[src/rtl/maxnet_pkg.sv]
// Shared types and helpers for the Maxnet convergence monitor.
// Holds the FSM state encoding, default sizing constants and the alive predicate.
package maxnet_pkg;

  localparam int N_DEF        = 4;
  localparam int W_DEF        = 32;
  localparam int MAX_ITER_DEF = 255;

  typedef enum logic [1:0] {
    IDLE = 2'd0,
    RUN  = 2'd1,
    DONE = 2'd2
  } state_e;

  // A channel survives only when strictly positive; Maxnet clamps losers to zero.
  function automatic logic is_alive(input logic sign_bit, input logic nonzero);
    return !sign_bit && nonzero;
  endfunction

endpackage

[src/rtl/maxnet_alive_scan.sv]
// Combinational scan of N signed activations: alive count plus the
// lowest-index alive channel and its value (zero when nothing is alive).
module maxnet_alive_scan
  import maxnet_pkg::*;
#(
  parameter int N     = N_DEF,
  parameter int W     = W_DEF,
  parameter int IDX_W = $clog2(N)
) (
  input  logic [N*W-1:0] data,
  output logic [IDX_W:0]   alive_cnt,
  output logic [IDX_W-1:0] low_idx,
  output logic             any_alive,
  output logic [W-1:0]     low_val
);

  always_comb begin
    alive_cnt = '0;
    low_idx   = '0;
    any_alive = 1'b0;
    low_val   = '0;
    // Walk from the top so the lowest alive channel is the last one written.
    for (int i = N - 1; i >= 0; i--) begin
      if (is_alive(data[i*W + W - 1], |data[i*W +: W])) begin
        alive_cnt = alive_cnt + (IDX_W + 1)'(1);
        low_idx   = IDX_W'(i);
        any_alive = 1'b1;
        low_val   = data[i*W +: W];
      end
    end
  end

endmodule

[src/rtl/maxnet_converge_monitor.sv]
// Maxnet termination detector: accepts one activation vector per iteration,
// ends the run on <=1 survivor (converged) or on the iteration budget (timeout).
module maxnet_converge_monitor
  import maxnet_pkg::*;
#(
  parameter int N        = N_DEF,
  parameter int W        = W_DEF,
  parameter int MAX_ITER = MAX_ITER_DEF,
  parameter int IDX_W    = $clog2(N),
  parameter int ITER_W   = $clog2(MAX_ITER + 1)
) (
  input  logic              clk,
  input  logic              rst_n,
  input  logic              start,
  input  logic              in_valid,
  output logic              in_ready,
  input  logic [N*W-1:0]    in_data,
  output logic              done,
  output logic              converged,
  output logic              timeout,
  output logic              none_alive,
  output logic [IDX_W-1:0]  winner_idx,
  output logic [W-1:0]      winner_val,
  output logic [IDX_W:0]    survivors,
  output logic [ITER_W-1:0] iter_count
);

  // Handshake: a vector is taken on a rising edge with in_valid & in_ready and
  // no start; in_ready is high only in RUN and drops the cycle after a final vector.

  state_e            state_q, state_d;
  logic [ITER_W-1:0] iter_q, iter_d;
  logic              conv_q, conv_d;
  logic              tmo_q, tmo_d;
  logic              none_q, none_d;
  logic [IDX_W:0]    surv_q, surv_d;
  logic [IDX_W-1:0]  widx_q, widx_d;
  logic [W-1:0]      wval_q, wval_d;

  logic [IDX_W:0]    scan_cnt;
  logic [IDX_W-1:0]  scan_idx;
  logic              scan_any;
  logic [W-1:0]      scan_val;

  maxnet_alive_scan #(.N(N), .W(W), .IDX_W(IDX_W)) u_scan (
    .data      (in_data),
    .alive_cnt (scan_cnt),
    .low_idx   (scan_idx),
    .any_alive (scan_any),
    .low_val   (scan_val)
  );

  always_comb begin
    state_d = state_q;
    iter_d  = iter_q;
    conv_d  = conv_q;
    tmo_d   = tmo_q;
    none_d  = none_q;
    surv_d  = surv_q;
    widx_d  = widx_q;
    wval_d  = wval_q;
    if (start) begin
      // Start wins over any same-cycle handshake, from every state.
      state_d = RUN;
      iter_d  = '0;
      conv_d  = 1'b0;
      tmo_d   = 1'b0;
      none_d  = 1'b0;
      surv_d  = '0;
      widx_d  = '0;
      wval_d  = '0;
    end else if (state_q == RUN && in_valid) begin
      iter_d = iter_q + ITER_W'(1);
      surv_d = scan_cnt;
      widx_d = scan_idx;
      wval_d = scan_val;
      if (scan_cnt <= (IDX_W + 1)'(1)) begin
        state_d = DONE;
        conv_d  = 1'b1;
        none_d  = !scan_any;
      end else if (iter_d == ITER_W'(MAX_ITER)) begin
        state_d = DONE;
        tmo_d   = 1'b1;
      end
    end else if (state_q != RUN && state_q != DONE) begin
      state_d = IDLE;
    end
  end

  always_ff @(posedge clk or negedge rst_n) begin
    if (!rst_n) begin
      state_q <= IDLE;
      iter_q  <= '0;
      conv_q  <= 1'b0;
      tmo_q   <= 1'b0;
      none_q  <= 1'b0;
      surv_q  <= '0;
      widx_q  <= '0;
      wval_q  <= '0;
    end else begin
      state_q <= state_d;
      iter_q  <= iter_d;
      conv_q  <= conv_d;
      tmo_q   <= tmo_d;
      none_q  <= none_d;
      surv_q  <= surv_d;
      widx_q  <= widx_d;
      wval_q  <= wval_d;
    end
  end

  assign in_ready   = (state_q == RUN);
  assign done       = (state_q == DONE);
  assign converged  = conv_q;
  assign timeout    = tmo_q;
  assign none_alive = none_q;
  assign winner_idx = widx_q;
  assign winner_val = wval_q;
  assign survivors  = surv_q;
  assign iter_count = iter_q;

endmodule
[config.mk]
export PLATFORM = sky130hd
export DESIGN_NAME = maxnet_converge_monitor
export DESIGN_NICKNAME = d
export VERILOG_FILES = /design/src/rtl/maxnet_pkg.sv /design/src/rtl/maxnet_alive_scan.sv /design/src/rtl/maxnet_converge_monitor.sv
export SDC_FILE = /design/constraint.sdc
export NUM_CORES = 1
export LEC_CHECK = 0
export CAP_MARGIN = 20
export CORE_MARGIN = 3
export CORE_UTILIZATION = 37
export CTS_CLUSTER_DIAMETER = 80
export DETAILED_ROUTE_END_ITERATION = 7
export GPL_ROUTABILITY_DRIVEN = 0
export PLACE_DENSITY_LB_ADDON = 0.1
export REMOVE_ABC_BUFFERS = 1
export SYNTH_ARGS = -nofsm -noshare
export SYNTH_HDL_FRONTEND = slang
export SYNTH_SLANG_ARGS = --single-unit
[constraint.sdc]
create_clock -name clk -period 2 [get_ports clk]
set_clock_uncertainty 0.15 [all_clocks]
set_input_delay 0.3 -clock clk [delete_from_list [all_inputs] [get_ports clk]]
set_output_delay 0.3 -clock clk [all_outputs]
set_load 0.005 [all_outputs]
=== Word-level counts from Yosys, hierarchy flattened ===
Cells that the tools add are included.

* Register bits after elaboration: 50
* Word-level logic and storage cells: 81

* Add/subtract/negate cells: 4
* $lt $le $gt $ge: 1
* Equal/unequal tests: 7
* Muxes and demuxes: 39
* Reduce and logical (&&, ||, !) cells: 22

{| class="wikitable"
|+ Operators by type and width
! operator !! number
|-
| two-way mux 32 bit || 6
|-
| OR reduction 32 bit || 4
|-
| two-way mux 2 bit || 11
|-
| two-way mux 8 bit || 2
|-
| two-way mux 1 bit || 15
|-
| two-way mux 3 bit || 5
|-
| adder 8 x 1 -> 8 bit, second input constant || 1
|-
| == test 8 bit, second input constant || 1
|-
| adder 3 x 1 -> 3 bit, second input constant || 2
|-
| logical AND 1 bit || 6
|-
| nonzero test 2 bit || 3
|-
| zero test 1 bit || 5
|-
| != test 2 bit, second input constant || 2
|-
| != test 4 x 2 -> 1 bit, second input constant || 1
|-
| AND reduction 2 bit || 2
|-
| <= comparator 3 x 1 -> 1 bit, second input constant || 1
|-
| AND reduction 3 bit || 1
|-
| nonzero test 3 bit || 1
|-
| adder 1 x 1 -> 2 bit, second input constant || 1
|-
| == test 2 x 1 -> 1 bit, second input constant || 1
|-
| == test 2 bit, second input constant || 1
|-
| != test 2 x 1 -> 1 bit, second input constant || 1
|}

=== Depth between registers and ports, before layout ===
* Depth after elaboration: 13
* Gate-level depth with buffers: 12
* Mapped depth without buffers: 12

=== Hierarchy ===
Synthesis repeated with hierarchy kept, for this count alone.

* Cells, all modules: 511
* Area total of the unflattened synthesis: 3827.4 sq um

{| class="wikitable"
|+ Modules (own cells, without submodules)
! module !! times used !! cells an instance !! area each (sq um)
|-
| maxnet_converge_monitor || 1 || 236 || 2169.6
|-
| maxnet_alive_scan || 1 || 275 || 1657.8
|}

=== Worst setup path after synthesis ===
OpenSTA, ideal clock, no wires.

* Path kind: input to register
* From: input port in_data[82]
* To: register none_q, in the netlist none_alive
* Setup time: 0.127 ns
* Arrival: 3.163 ns
* Setup slack: -1.441 ns
* Stages: 11
* Buffers on the path: 1
* Cells stage by stage: or4_4 nor4_4 a41oi_4 buf_6 inv_2 ha_1 xnor2_1 ha_1 or3_1 o32a_1 mux2_1

* Longest elaborated chain between the ends: 10
* Elaborated cells between the ends (all ways): 17
* Those cells by class: add/sub: 2; order compare: 1; mux: 9; reduce/logical: 5

{| class="wikitable"
|+ RTL lines
! what !! RTL line !! RTL
|-
| from (decl) || maxnet_converge_monitor.sv:17 || <nowiki>input logic [N*W-1:0] in_data,</nowiki>
|-
| OR reduction 32 bit (*) || maxnet_alive_scan.sv:24 || <nowiki>if (is_alive(data[i*W + W - 1], |data[i*W +: W])) begin</nowiki>
|-
| logical AND 1 bit (*) || maxnet_pkg.sv:17 || <nowiki>return !sign_bit && nonzero;</nowiki>
|-
| two-way mux 3 bit || maxnet_alive_scan.sv:24 ||
|-
| adder 3 x 1 -> 3 bit || maxnet_alive_scan.sv:25 || <nowiki>alive_cnt = alive_cnt + (IDX_W + 1)'(1);</nowiki>
|-
| two-way mux 3 bit || maxnet_alive_scan.sv:24 ||
|-
| adder 3 x 1 -> 3 bit || maxnet_alive_scan.sv:25 ||
|-
| two-way mux 3 bit || maxnet_alive_scan.sv:24 ||
|-
| <= comparator 3 x 1 -> 1 bit || maxnet_converge_monitor.sv:77 || <nowiki>if (scan_cnt <= (IDX_W + 1)'(1)) begin</nowiki>
|-
| nonzero test 2 bit (no source line) || - ||
|-
| AND reduction 2 bit (no source line) || - ||
|-
| to (signal assigned) || maxnet_converge_monitor.sv:105 || <nowiki>none_q <= none_d;</nowiki>
|-
| to (decl) || maxnet_converge_monitor.sv:35 || <nowiki>logic none_q, none_d;</nowiki>
|}

Every way passes the cells marked *; elsewhere a longest branch is shown, timed or not. The select of a mux whose other input is x is not followed.
A chain may end at the register's enable or synchronous reset.

=== Final worst setup path ===
* From: input port in_data[75]
* To: register none_q, in the netlist none_alive

Same word-level chain as after synthesis.

==> reports/metrics.cfg <==
[placed_design]
pre_cts_slack_ps=-1649
port_buffers=181
dp_hpwl_um=11730

[critical_path]
crit_chain=clkdlybuf4s15_1 > nor4_2 > buf_4 > and4_4 > a41oi_4 > inv_2 > ha_4 > xnor2_4 > ha_4 > or3_4 > o32a_1 > mux2_4
cp_common_cell=ha_4
crit_family=simple AND/OR/NAND/NOR gates
slowest_delay_ps=380
worstSetupStartpointType=primary input
required_ps=2070
cp_max_fo=2
crit_buf_inv=3
slowest_stage=or3_4
worstPathArrival_ps=3070
critPathKind=in -> reg
cp-end-kind=flip-flop

[floorplan]
fp.coreArea_um2=9284
die_w_um=104.1
start_util_pct=38.37
pin_count=182
rows=35
fp.dieArea_um2=10840
die_h_um=104.1

[finish]
nets=821
layout-drive-gt1-share_pct=53.45
syn_to_final_growth_pct=121.6
filler_cell_count=466
register_area_um2=1251
n_antenna_cell=0
multi_input_area_um2=2864

[clock_tree]
clk_pin_slew_ps=110
cts_buffer_depth=2
ctsRootBufferMaster=clkbuf_8
clk_latency_ps=320
cts_buffers=5
cts_sinks=50
htree_levels=2
cts_tree=built

[logic_synthesis]
synth-async-reset-ratio_pct=100.0
synth_area_um2=3562
syn_avg_cell_area_um2=10.67
yosysSeqAreaShare_pct=35.12
synth_cells=334
ys.flop_type=dfrtp_1
yosysUniqueCellTypes=50
yosys_warnings=0
synth-seq-cells=50
synth_edf_count=0

[sta]
period_share_pct=149.7
worst_slack_ps=-995.0
slew_headroom_pct=75.50
fin_setup_tns_ps=-17750
slew_violations=0
tightest_slew_ps=366.7
period_minus_slack_ps=2995
hold_viol=0
rsz0062_at_grt=yes
setup_viol=41
fmax_ghz=0.3339

[run_status]
status=complete, but fails checks
violations=negative setup slack

[pwr]
power.leakage_nw=3.704
power.density_nw_per_um2=460.5
vdd_drop_max_uv=301.9

[route]
ant_nets=0
avgRoutedWirePerCell_um=26.61
viasPerCell=6.204
drt_iter0_markers=309
routed_wl_um=21550
vias=5025
drcViolationCount=0
drt_first_pass_iters=5

[global_route]
grt_use_total_pct=33.50
overflow=0
grt_max_degree=29
antenna_found_initial=0
grt_pass1_vias=5052
grt_pass1_wl_um=28660

[worst_hold_path]
hold_path_class=in -> reg

[flow_run]
maxCapViolCount=0

-- cell usage in the layout (no fill, tap or decap), drive strengths merged, types with 2 or more instances in the layout --
cell / n
and4: 3
xnor2: 5
a211oi: 2
dfrtp: 50
o32ai: 2
o31ai: 32
nand4: 5
nand3: 3
and2: 2
ha: 9
a221oi: 31
dlymetal6s2s: 48
o21ai: 6
clkdlybuf4s15: 7
nor3: 2
nor4: 29
clkbuf: 30
o21bai: 2
xor2: 5
and3: 3
a21oi: 5
o22ai: 5
inv: 14
dlygate4sd2: 33
nand2: 14
a22oi: 27
clkdlybuf4s50: 58
buf: 188
mux2i: 2
nor2: 40
bufbuf: 2
or3: 3
nand2b: 2
-- routing by layer --
layer  track usage, %  routed length (um)  up-vias
li1                 -                   -     2033
met1            40.28                7639     2446
met2            57.80               10500      408
met3            6.890                1871      138
met4            14.62                1542        0
met5                0                   0        -
-- power breakdown --
part	switching (mW)	total (mW)	internal, mW
Clock	0.413	0.675	0.261
Sequential	0.0748	1.18	1.11
Combinational	0.816	1.78	0.960
Total	1.30	3.63	2.33
-- worst paths after layout --
| path | startpoint | endpoint | slack (ps) | cells past startpoint |
|---|---|---|---|---|
| worst max-delay path | in_data[75] | none_alive | -990 | 12 |
| worst min-delay path | in_data[17] | winner_val[17] | 120 | 3 |
| worst max register to register | iter_count[0] | timeout | 20 | 6 |
| worst min register to register | winner_idx[0] | winner_idx[0] | 370 | 2 |
| max in group asynchronous | rst_n | winner_idx[1] | 940 | 3 |
| min in group asynchronous | rst_n | winner_val[3] | 220 | 2 |
-- logic make-up (layout without fill, tap and decap cells) --
| logic type | after synthesis | count (layout) | share of synthesized area, % |
|---|---|---|---|
| flip-flops | 50 | 50 | 35.12 |
| adder cells (fa/ha/maj) | 9 | 9 | 3.161 |
| buffers and inverters | 34 | 381 | 5.690 |
| multiplexers | 3 | 3 | 0.8781 |
| AND/OR/NAND/NOR | 109 | 109 | 16.51 |
| XOR/XNOR | 10 | 10 | 2.459 |
| AO/OA/AOI/OAI | 119 | 119 | 36.18 |
-- sequential cells by signal, indices dropped and copies added (netlist names) --
register    flops
iter_count      8
winner_idx      2
survivors       3
converged       1
timeout         1
state_q         2
winner_val     32
none_alive      1
-- tightest hold or removal path: stages --
cell and delay [ps]:
clkbuf_2 110, a22oi_1 80, o31ai_2 60
-- area by class of cell --
type                       instances  area share (%)
multi-input combinational        250           36.29
clock buffer                       5          0.8719
inverter                          11          0.5231
sequential                        50           15.85
timing repair buffer             362           44.09
tap                              129           2.045
clock inverter                     3          0.3329
-- per-stage QoR --
step | hold slack (ps) | std cells | cell area (um2) | power (mW) | utilization [%]
after CTS | 221.2 | 803 | 7457 | 3.378 | 80.32
after detailed placement | 36.08 | 769 | 6593 | 2.554 | 71.01
after global routing | 115.3 | 810 | 7893 | 3.756 | 85.01
after global placement | 24.62 | 768 | 6565 | 2.520 | 70.71
after floorplan | -145.6 | 311 | 3401 | 1.600 | -
final | 124.5 | 810 | 7893 | 3.634 | 85.01
-- synthesized netlist by cell type, drive strengths merged, types with 3 or more instances --
cell type  instances  area share [%]
a22oi             27             5.7
clkbuf            14             1.5
inv               11             1.2
nand2             14             1.5
and3               3            0.53
xor2               5             1.2
nor4              29             5.5
nor2              40             4.7
and4               3            0.81
or3                3            0.53
xnor2              5             1.2
o22ai              5            0.88
o21ai              6            0.84
nand3              3            0.42
o31ai             32              11
nand4              5            0.88
buf                9             3.1
a221oi            31              13
dfrtp             50              35
a21oi              5            0.81
ha                 9             3.2
-- repair_timing --
action                     CTS  global route
hold buffers                 1             0
pin swaps                   73            48
setup buffers               20            17
hold endpoints to repair    35             0
cloned                       7             1
gates resized for setup    183           189
setup endpoints to repair   41            46
No activity file was read; power rests on OpenSTA's default activity.
